`src/rtl/vector_element_sequencer.sv`:
```
// Walks the active elements of one vector register operand, presenting one element per
// accepted handshake with its 32-bit word address, byte lane/enables and end-of-word/last flags.
module vector_element_sequencer #(
  parameter int VLEN = 256,
  localparam int EW = $clog2(VLEN/8),
  localparam int AW = $clog2(VLEN/32)
) (
  input  logic          i_clk,
  input  logic          i_rst_n,
  input  logic          i_start,
  input  logic [EW:0]   i_vl,
  input  logic [2:0]    i_width,
  input  logic          i_abort,
  output logic          o_busy,
  output logic          o_elem_valid,
  input  logic          i_elem_ready,
  output logic [EW-1:0] o_elem_idx,
  output logic [AW-1:0] o_word_addr,
  output logic [1:0]    o_byte_lane,
  output logic [3:0]    o_byte_en,
  output logic          o_word_last,
  output logic          o_last_elem,
  output logic          o_done,
  output logic [1:0]    o_state
);

  typedef enum logic [1:0] {
    IDLE = 2'd0,
    RUN  = 2'd1,
    DONE = 2'd2
  } state_t;

  // sew_q encodes element size as log2(bytes): 0=8b, 1=16b, 2=32b
  localparam logic [EW:0]   VLMAX8 = (EW+1)'(VLEN/8);
  localparam logic [EW-1:0] IDX_ONE = {{(EW-1){1'b0}}, 1'b1};
  localparam logic [EW:0]   CNT_ONE = {{EW{1'b0}}, 1'b1};

  state_t        state;
  logic [EW-1:0] idx_q;
  logic [1:0]    sew_q;
  logic [EW:0]   cnt_q;

  logic [1:0]    start_sew;
  logic [EW:0]   start_vlmax;
  logic [EW:0]   start_n;
  logic          is_last;

  always_comb begin
    case (i_width)
      3'b101:  start_sew = 2'd1;
      3'b110:  start_sew = 2'd2;
      default: start_sew = 2'd0;
    endcase
    start_vlmax = VLMAX8 >> start_sew;
    start_n     = (i_vl > start_vlmax) ? start_vlmax : i_vl;
    is_last     = ({1'b0, idx_q} == (cnt_q - CNT_ONE));
  end

  // Handshake: an element transfers on a rising edge where o_elem_valid & i_elem_ready.
  // While valid is high and ready is low, every element output holds steady; valid
  // never drops without a transfer except on i_abort, which ends the operation.
  always_ff @(posedge i_clk) begin
    if (!i_rst_n) begin
      state <= IDLE;
      idx_q <= '0;
      sew_q <= '0;
      cnt_q <= '0;
    end else begin
      case (state)
        IDLE: begin
          if (i_start) begin
            sew_q <= start_sew;
            cnt_q <= start_n;
            idx_q <= '0;
            state <= (start_n != '0) ? RUN : DONE;
          end
        end
        RUN: begin
          if (i_abort) begin
            state <= DONE;
          end else if (i_elem_ready) begin
            if (is_last) state <= DONE;
            else         idx_q <= idx_q + IDX_ONE;
          end
        end
        DONE:    state <= IDLE;
        default: state <= IDLE;
      endcase
    end
  end

  assign o_busy  = (state == RUN);
  assign o_done  = (state == DONE);
  assign o_state = state;

  always_comb begin
    o_elem_valid = 1'b0;
    o_elem_idx   = '0;
    o_word_addr  = '0;
    o_byte_lane  = '0;
    o_byte_en    = '0;
    o_word_last  = 1'b0;
    o_last_elem  = 1'b0;
    if (state == RUN) begin
      o_elem_valid = 1'b1;
      o_elem_idx   = idx_q;
      o_last_elem  = is_last;
      case (sew_q)
        2'd0: begin
          o_word_addr = idx_q[EW-1:2];
          o_byte_lane = idx_q[1:0];
          o_byte_en   = 4'b0001 << idx_q[1:0];
          o_word_last = &idx_q[1:0];
        end
        2'd1: begin
          o_word_addr = idx_q[EW-2:1];
          o_byte_lane = {idx_q[0], 1'b0};
          o_byte_en   = 4'b0011 << {idx_q[0], 1'b0};
          o_word_last = idx_q[0];
        end
        2'd2: begin
          o_word_addr = idx_q[AW-1:0];
          o_byte_lane = 2'd0;
          o_byte_en   = 4'b1111;
          o_word_last = 1'b1;
        end
        default: begin
          o_word_addr = '0;
        end
      endcase
      // A partial final word still has to be flushed downstream.
      if (is_last) o_word_last = 1'b1;
    end
  end

endmodule

```
`config.mk`:
```
export PLATFORM = sky130hd
export DESIGN_NAME = vector_element_sequencer
export DESIGN_NICKNAME = d
export VERILOG_FILES = /design/src/rtl/vector_element_sequencer.sv
export SDC_FILE = /design/constraint.sdc
export NUM_CORES = 1
export LEC_CHECK = 0
export ABC_CLOCK_PERIOD_IN_PS = 4600
export BUFFER_PORTS_ARGS = -buffer_cell sky130_fd_sc_hd__buf_2
export CAP_MARGIN = 10
export CORE_ASPECT_RATIO = 0.5
export CORE_MARGIN = 4
export CORE_UTILIZATION = 50
export CTS_CLUSTER_SIZE = 24
export DETAILED_ROUTE_END_ITERATION = 10
export PLACE_DENSITY = 0.78
export SLEW_MARGIN = 20
export SYNTH_ARGS = -nofsm -noshare
export SYNTH_HDL_FRONTEND = slang
export SYNTH_SLANG_ARGS = --single-unit
```
`constraint.sdc`:
```
create_clock -name i_clk -period 4.6 [get_ports i_clk]
set_clock_uncertainty 0.2 [all_clocks]
set_input_delay 0.92 -clock i_clk [delete_from_list [all_inputs] [get_ports i_clk]]
set_output_delay 0.92 -clock i_clk [all_outputs]
set_load 0.005 [all_outputs]
```
==> impl_metrics.yaml <==
drt:
  drtIter0Drc: 91
  ant_nets: 0
  wire_per_inst_um: 13.4
  drc: 0
  dr.pass1.iters: 4
  vias: 1427
  viasPerCell: 5.69
  wirelength_mm: 3.37
logic_synthesis:
  synth_area_leaders: "dfxtp_1, ha_1, nand2_1"
  async_flop_share_pct: 0
  synth_cell_types: 57
  synth_nets: 208
  ys_ff_latch: 15
  yosysTopAreaCell: "dfxtp_1"
  synth_cells: 185
  synth-edff-count: 0
  postSynthAreaPerCell_um2: 7.59
  seq_area_frac_synth_pct: 21.4
  yosys_warnings: 0
  ys.flop_type: "dfxtp_1"
  synth_top_area_share_pct: 21.4
  syn-cell-area_um2: 1400
power:
  cellPowerDensity_nw_per_um2: 228
  p_leak_nw: 0.674
  power_mw: 0.371
  vdd_ir_drop_max_uv: 111
setup_path:
  timing.rr.start: "o_state[1]"
  cp.arrival_ps: 2400
  cp_max_fo: 9
  worst-setup-path-type: "register to primary output"
  worstSetupEndpointType: "primary output"
  cp-startpoint: "cnt_q[0]"
  start_kind: "register"
  crit_required_ps: 3480
timing:
  period_needed_ps: 3520
  holdWs_ps: 343
  fin_crit_sh_pct: 76.6
  slew_headroom_pct: 55.2
  setup-tns-final_ps: 0
  max_freq_ghz: 0.284
  setup_violations: 0
  rsz0062_at_grt: "false"
  finalMaxSlewViolations: 0
  worst_pin_slew_ps: 656
  fin_ws_ps: 1080
  hold_violations: 0
layout:
  area_delta_synth_final_pct: 15.6
  antenna_cells: 0
  layout.nets: 238
  drive_gt1_share_pct: 22.0
clocking:
  cts_tree: "done"
  ctsResizeCount: 0
  postCtsSetupRepairBufs: 0
  cts_sinks: 15
  cts_root_buffer: "clkbuf_8"
  clk_latency_ps: 250
  holdBufCountCts: 0
  ctsHtreeMaxLevel: 1
  clkSlewWorstSetupHoldPaths_ps: 60
  cts_made_buffers: 3
  clock_tree.buffer_depth: 2
placed_design:
  hpwl_mm: 2.58
  place_ws_ps: 1310
  gp_congestion: 0.868
  io_buffers: 34
die:
  core.rowCount: 13
  die-area_um2: 3770
  io_pins: 35
  core_um2: 2640
  die_h_um: 45.5
  die_w_um: 82.9
  initial_core_util_pct: 53.3
status:
  status: "finished clean"
global_routing:
  grt_pass1_wl_mm: 5.66
  antenna_found_initial: 0
  gr-total-overflow: 0
  grt_pass1_vias: 1258
  grt_usage_pct: 18.1
  grt_max_degree: 19
hold_path:
  holdCritStartpoint: "o_state[1]"
  min_path_type: "register to register"
run:
  drv_cap: 0
-- where the power goes --
part / switching [mW] / internal [mW]
Sequential: 0.0128 / 0.138
Combinational: 0.0621 / 0.0469
Clock: 0.0502 / 0.0610
Total: 0.125 / 0.246
-- state kept, by name, summed over array words and instances (netlist names) --
name / cells
cnt_q: 6
idx_q: 5
o_state: 2
sew_q: 2
-- kinds of logic (layout without fill, tap and decap cells) --
| group | after synthesis | in the layout | synth area share (%) |
|---|---|---|---|
| buf+inv | 19 | 48 | 5.97 |
| fa+ha+maj | 9 | 9 | 8.02 |
| other cells | 1 | 1 | 0.267 |
| mux | 3 | 3 | 2.14 |
| xor+xnor | 7 | 7 | 4.37 |
| compound gates | 56 | 56 | 28.5 |
| simple gates | 75 | 75 | 29.3 |
| flops | 15 | 15 | 21.4 |
-- layer usage --
metal  up-vias  share of wire, %  track usage, %
li1        730                 -               -
met1       643                50            23.7
met2        50                41            30.4
met3         4               7.7            4.69
met4         0              0.89            4.89
met5         -                 0               0
-- cells in the mapped netlist (5+ instances only) --
library cell / number
xnor2_1: 5
inv_1: 9
a21boi_0: 7
nor2_1: 15
nand2_1: 19
nor3b_1: 6
a21oi_1: 13
dfxtp_1: 15
and2_1: 5
o21ai_0: 6
ha_1: 9
-- path summary, 6_finish.rpt --
path,slack (ps),end,cells after the start
worst max-delay path,1080,o_word_last,8
worst min-delay path,340,o_state[1],1
worst max register to register,2060,cnt_q[0],5
worst min register to register,340,o_state[1],1
-- layout make-up --
class,instances,area [um2]
multi-input combinational,151,1020
clock buffer,3,41.3
fill,242,1010
clock inverter,1,7.51
inverter,10,37.5
sequential,15,300
tap,37,46.3
timing repair buffer,34,170
-- metrics by stage --
stage | cell area, um2 | instances | util (%)
finish | 1620 | 251 | 61.6
floorplan | 1400 | 185 | -
detailed placement | 1570 | 247 | 59.7
CTS | 1620 | 251 | 61.6
global placement | 1570 | 247 | 59.7
global route | 1620 | 251 | 61.6
-- critical path: stages (launching register included) --
cell and delay, ps:
dfxtp_1 430, inv_1 70, ha_1 240, xnor2_1 140, a211oi_1 320, and4_1 420, nand2_1 170, a31oi_1 210
buf_2 140
-- layout by cell type, fill, tap and decap left out, drive strengths merged, types with 4 or more instances in the layout --
master	n
a21boi	7
nor3b	6
and2	6
o21ai	6
nand3	4
a211oi	5
a21oi	13
xnor2	5
dfxtp	15
o21bai	4
buf	34
ha	9
nand2	19
inv	9
nor3	5
nor2	15
No activity file was read; power rests on OpenSTA's default activity.
